<file path="config.mk">
export PLATFORM = sky130hd
export DESIGN_NAME = ifetch_unit_flat
export DESIGN_NICKNAME = d
export VERILOG_FILES = /design/src/rtl/ifetch_unit_if.sv /design/src/rtl/ifetch_unit.sv /design/src/flat_wrapper.sv
export SDC_FILE = /design/constraint.sdc
export NUM_CORES = 1
export LEC_CHECK = 0
export ABC_CLOCK_PERIOD_IN_PS = 4200
export BUFFER_PORTS_ARGS = -buffer_cell sky130_fd_sc_hd__buf_2
export CAP_MARGIN = 15
export CORE_UTILIZATION = 59
export DETAILED_ROUTE_END_ITERATION = 10
export PLACE_DENSITY = 0.86
export SKIP_CTS_REPAIR_TIMING = 1
export SLEW_MARGIN = 5
export SYNTH_ARGS = -nofsm -noshare
export SYNTH_HDL_FRONTEND = slang
export SYNTH_SLANG_ARGS = --single-unit
</file>
<file path="constraint.sdc">
create_clock -name clk -period 4.2 [get_ports clk]
set_clock_uncertainty 0.15 [all_clocks]
set_input_delay 0.63 -clock clk [delete_from_list [all_inputs] [get_ports clk]]
set_output_delay 0.63 -clock clk [all_outputs]
set_load 0.02 [all_outputs]
</file>
<file path="src/rtl/ifetch_unit_if.sv">
// ifetch_unit_if: decode-side valid/ready handshake carrying the fetched word and its PC.
interface ifetch_unit_if;
    logic        if_valid;
    logic [31:0] if_instr;
    logic [31:0] if_pc;
    logic        if_ready;
    modport master (output if_valid, if_instr, if_pc, input if_ready);
    modport slave  (input if_valid, if_instr, if_pc, output if_ready);
endinterface

</file>
<file path="src/rtl/ifetch_unit.sv">
// ifetch_unit: PC register fetching from a combinational ROM into a prefetch FIFO feeding decode.
// Define FETCH_PERF_EN to add saturating pop and stall counters.
module ifetch_unit #(
    parameter logic [31:0] RESET_PC   = 32'h0000_0000,
    parameter int          FIFO_DEPTH = 2
) (
    input  logic          clk,
    input  logic          rst_n,
    output logic [31:0]   imem_addr,
    input  logic [31:0]   imem_rdata,
    input  logic          redirect_valid,
    input  logic [31:0]   redirect_pc,
    ifetch_unit_if.master dec
`ifdef FETCH_PERF_EN
    ,
    output logic [31:0]   perf_fetch_cnt,
    output logic [31:0]   perf_stall_cnt
`endif
);
    localparam int AW = $clog2(FIFO_DEPTH);
    localparam logic [AW:0] FULL = (AW+1)'(FIFO_DEPTH);

    logic [31:0]   pc;
    logic [31:0]   mem_pc    [FIFO_DEPTH];
    logic [31:0]   mem_instr [FIFO_DEPTH];
    logic [AW-1:0] wr_ptr, rd_ptr;
    logic [AW:0]   count;
    logic          pop, push;

    assign imem_addr    = pc;
    assign dec.if_valid = (count != '0) & ~redirect_valid;
    assign dec.if_instr = mem_instr[rd_ptr];
    assign dec.if_pc    = mem_pc[rd_ptr];
    assign pop          = dec.if_valid & dec.if_ready;
    // a pop frees a slot in the same cycle, so a full FIFO still streams
    assign push         = ~redirect_valid & ((count < FULL) | pop);

    always_ff @(posedge clk or negedge rst_n) begin
        if (!rst_n) begin
            pc     <= RESET_PC;
            wr_ptr <= '0;
            rd_ptr <= '0;
            count  <= '0;
            for (int i = 0; i < FIFO_DEPTH; i++) begin
                mem_pc[i]    <= '0;
                mem_instr[i] <= '0;
            end
        end else if (redirect_valid) begin
            pc     <= {redirect_pc[31:2], 2'b00};
            wr_ptr <= '0;
            rd_ptr <= '0;
            count  <= '0;
        end else begin
            if (push) begin
                mem_pc[wr_ptr]    <= pc;
                mem_instr[wr_ptr] <= imem_rdata;
                wr_ptr            <= wr_ptr + 1'b1;
                pc                <= pc + 32'd4;
            end
            if (pop)
                rd_ptr <= rd_ptr + 1'b1;
            count <= count + (AW+1)'(push) - (AW+1)'(pop);
        end
    end

`ifdef FETCH_PERF_EN
    always_ff @(posedge clk or negedge rst_n) begin
        if (!rst_n) begin
            perf_fetch_cnt <= '0;
            perf_stall_cnt <= '0;
        end else begin
            if (pop && perf_fetch_cnt != '1)
                perf_fetch_cnt <= perf_fetch_cnt + 32'd1;
            if (dec.if_valid && !dec.if_ready && perf_stall_cnt != '1)
                perf_stall_cnt <= perf_stall_cnt + 32'd1;
        end
    end
`endif
endmodule

</file>
<file path="src/flat_wrapper.sv">
// flat-port wrapper written by rule: the top's interface ports become plain ports
module ifetch_unit_flat 
#(
    parameter logic [31:0] RESET_PC   = 32'h0000_0000,
    parameter int          FIFO_DEPTH = 2
)
  (clk, rst_n, imem_addr, imem_rdata, redirect_valid, redirect_pc, dec_if_valid, dec_if_instr, dec_if_pc, dec_if_ready);
  ifetch_unit_if dec_i ();
  input  logic clk;
  input  logic rst_n;
  output logic [31:0] imem_addr;
  input  logic [31:0] imem_rdata;
  input  logic redirect_valid;
  input  logic [31:0] redirect_pc;
  output wire logic [$bits(dec_i.if_valid)-1:0] dec_if_valid;
  output wire logic [$bits(dec_i.if_instr)-1:0] dec_if_instr;
  output wire logic [$bits(dec_i.if_pc)-1:0] dec_if_pc;
  input wire logic [$bits(dec_i.if_ready)-1:0] dec_if_ready;
  assign dec_if_valid = dec_i.if_valid;
  assign dec_if_instr = dec_i.if_instr;
  assign dec_if_pc = dec_i.if_pc;
  assign dec_i.if_ready = dec_if_ready;
  ifetch_unit #(.RESET_PC(RESET_PC), .FIFO_DEPTH(FIFO_DEPTH)) u_core (.clk(clk), .rst_n(rst_n), .imem_addr(imem_addr), .imem_rdata(imem_rdata), .redirect_valid(redirect_valid), .redirect_pc(redirect_pc), .dec(dec_i));
endmodule
</file>
==> run summary <==
## Timing
- RSZ-0062 raised after global routing: false
- final setup violating endpoints: 0
- number of max-slew violations in the final report: 0
- transition at the pin with the smallest max-transition slack: 0.804 ns
- final critical delay including setup and external delays: 3.05 ns
- setup TNS after final layout: 0 ns
- final hold violation count: 0
- Final period util: 72.6%
- Max Clk Rate: 0.328 GHz
- Relative slew margins: 46.4%

## Synthesis
- most used flip-flop cell after synthesis: dfrtp_1
- share of synthesized area occupied by flip-flops and latches: 53.1%
- yosys warns: 0
- register bit total from synthesis: 158
- compound-gate portion of the synthesized area: 4.94%
- count of different cell masters after synthesis: 43
- synthesized-area fraction occupied by adder cells: 0.504%
- count of flip-flops with a built-in enable after synthesis: 0
- xor/xnor share of the synthesized area: 1.18%
- Simple-Gate Fraction of Synth Area: 8.59%
- main combinational cell family by area after synthesis: multiplexers
- portion of netlist area occupied by mux cells: 28.4%
- Post-Syn Area per Cell: 12.9 sq um
- Cell Area, Synth: 7440 sq um
- Mapped Cells: 579
- FFs w/ async S/R, synth: 100%

## Die
- core area: 12200 sq um
- die outline area: 13100 sq um
- Vert. Die Dim: 114 um
- Die X-Extent: 114 um
- IO Pins: 165
- starting utilization of the core area: 61.2%
- floorplan row count: 40

## Detailed routing
- routed length per instance: 18.2 um
- number of DRC violations after detailed routing: 0
- number of iterations in the first detailed-routing pass: 4
- ANT nets after route: 0
- total detailed-routing wirelength: 16400 um
- Vias: 5285
- initial DRC count: 326
- vias per std cell: 5.85

## Worst hold path
- Hold Crit Class: primary input to asynchronous set/reset pin

## Power
- VDD IR-drop max: 0.374 mV
- total power density per cell area: 726 nW/um^2
- static leakage power: 3.86 nW

## Worst setup path
- end of the worst register-to-register path: u_core.imem_addr[22]
- top fanout value on the critical path: 32
- critical path class: flop to output port
- origin of the worst setup path: u_core.rd_ptr
- worst path arrival time: 2.27 ns
- endpoint required time on the critical path: 3.42 ns
- launching point of the worst reg2reg path: u_core.count[1]
- length in cells of the worst reg-to-reg path: 4
- reg-to-reg slack, setup: 1.52 ns
- type of element launching the critical path: flop
- crit path capture type: output port

## Global routing
- maximum number of pins on one net before global-route repair: 85
- vias in the first global route: 5433
- Remaining Overflow, GRT: 0
- number of antenna violations at the first check in global routing: 1
- gr usage total: 26.9%
- wire length of the first global-routing pass: 27000 um

## Clocking
- clock network latency to the later pin of the worst-skew pair: 0.42 ns
- cts bufs inserted: 17
- CTS Sinks: 158
- htree depth: 4
- CTS Root Buffer Type: clkbuf_16
- maximum count of clock buffers along a single path: 2
- clock tree from TritonCTS: yes
- clock input transition at the sequential cells of the worst setup and hold paths: 0.06 ns

## Cells and area
- core utilization of the finished layout: 73.3%
- synthesis-to-finish area growth: 19.9%
- top library cells by usage in the layout, fill and taps aside: mux2_2 (186), buf_2 (157), dfrtp_1 (157), nand2_1 (25), nor2_1 (21)
- number of nets in the final layout: 795
- most common library cell in the layout ignoring fill and taps: mux2_2
- layout cell share with drive strength beyond 1: 52.7%

## Place
- total of buffers placed on input and output ports: 158
- Post-DP HPWL: 10800 um
- placer congestion estimate: 0.800

## Job
- Max Cap Violations: 0

## Status
- result of the run: finished clean

-- cell usage after synthesis, types with 3 or more instances --
cell type,count,area share [%]
or4_1,18,1.8
ha_1,3,0.50
and4_1,6,0.71
a31oi_1,14,1.2
nor3_1,3,0.20
buf_4,4,0.40
dfrtp_1,158,53
nor2_1,21,1.1
nor2b_1,3,0.25
nand2_1,25,1.3
nand3_1,17,1.1
xnor2_1,8,0.94
and3_1,3,0.25
nand4_1,7,0.59
o21ai_0,10,0.67
buf_2,17,1.1
a21oi_1,4,0.27
clkbuf_1,19,0.96
o31ai_1,14,1.4
inv_1,5,0.25
o211ai_1,4,0.40
mux2_2,186,28
-- cells by family (layout without fill, tap and decap cells) --
logic type,after synthesis,count (layout)
multiplexers,188,188
flip-flops,158,158
AND/OR/NAND/NOR,115,115
AO/OA/AOI/OAI,55,55
buffers and inverters,49,202
XOR/XNOR,10,10
adder cells (fa/ha/maj),3,3
other,1,5
-- flip-flops by register name, summed over array words and instances (netlist names) --
name	flops
u_core.count	2
u_core.rd_ptr	1
u_core.mem_pc	60
u_core.imem_addr	30
u_core.wr_ptr	1
u_core.mem_instr	64
-- worst max path at each step --
| stage | to | slack [ns] | cells past startpoint |
|---|---|---|---|
| 6_report | dec_if_instr[20] | 1.15 | 3 |
| 5_1_grt | dec_if_instr[20] | 1.04 | 3 |
| 4_1_cts | dec_if_pc[31] | 1.14 | 3 |
| 3_5_place_dp | u_core.imem_addr[30] | 1.45 | 5 |
| 3_3_place_gp | u_core.mem_instr[21] | 1.54 | 6 |
| 2_1_floorplan | u_core.count[1] | 1.82 | 9 |
-- layout make-up --
| cell class | count | area [sq um] |
|---|---|---|
| Fill cell | 806 | 3240 |
| Clock inverter | 8 | 115 |
| Sequential cell | 158 | 3960 |
| Tap cell | 168 | 210 |
| Timing Repair Buffer | 166 | 882 |
| Clock buffer | 22 | 464 |
| Inverter | 6 | 22.5 |
| Multi-Input combinational cell | 375 | 3270 |
| Antenna cell | 1 | 2.50 |
-- power breakdown --
| group | leakage (nW) | switching (W) | total [W] | internal (W) |
|---|---|---|---|---|
| registers | 1.84 | 0.000406 | 0.00253 | 0.00213 |
| logic | 1.73 | 0.00121 | 0.00242 | 0.00121 |
| clock network | 0.289 | 0.000569 | 0.00152 | 0.000954 |
-- metrics by stage --
step	instance area [sq um]	power (W)	hold slack (ns)	std cells	setup WS (ns)
2_1_floorplan	7450	0.00425	0.184	582	1.82
3_3_place_gp	8340	0.00484	0.333	873	1.54
3_5_place_dp	8340	0.00498	0.340	873	1.45
4_1_cts	8920	0.00652	0.102	903	1.14
5_1_grt	8920	0.00684	0.121	904	1.04
6_report	8920	0.00648	0.0868	904	1.15
-- metal layers --
metal | vias up | wire [um] | global-route usage [%]
met4 | 0 | 554 | 13.8
li1 | 2404 | - | -
met2 | 169 | 8180 | 44.5
met5 | - | 0 | 0
met1 | 2667 | 6870 | 33.6
met3 | 45 | 806 | 5.56
-- worst max-delay path, cell delays in order (launching register included) --
cell	delay, ns
dfrtp_2	0.89
buf_4	0.39
mux2_2	0.39
buf_2	0.16
(Power assumes the default switching activity.)
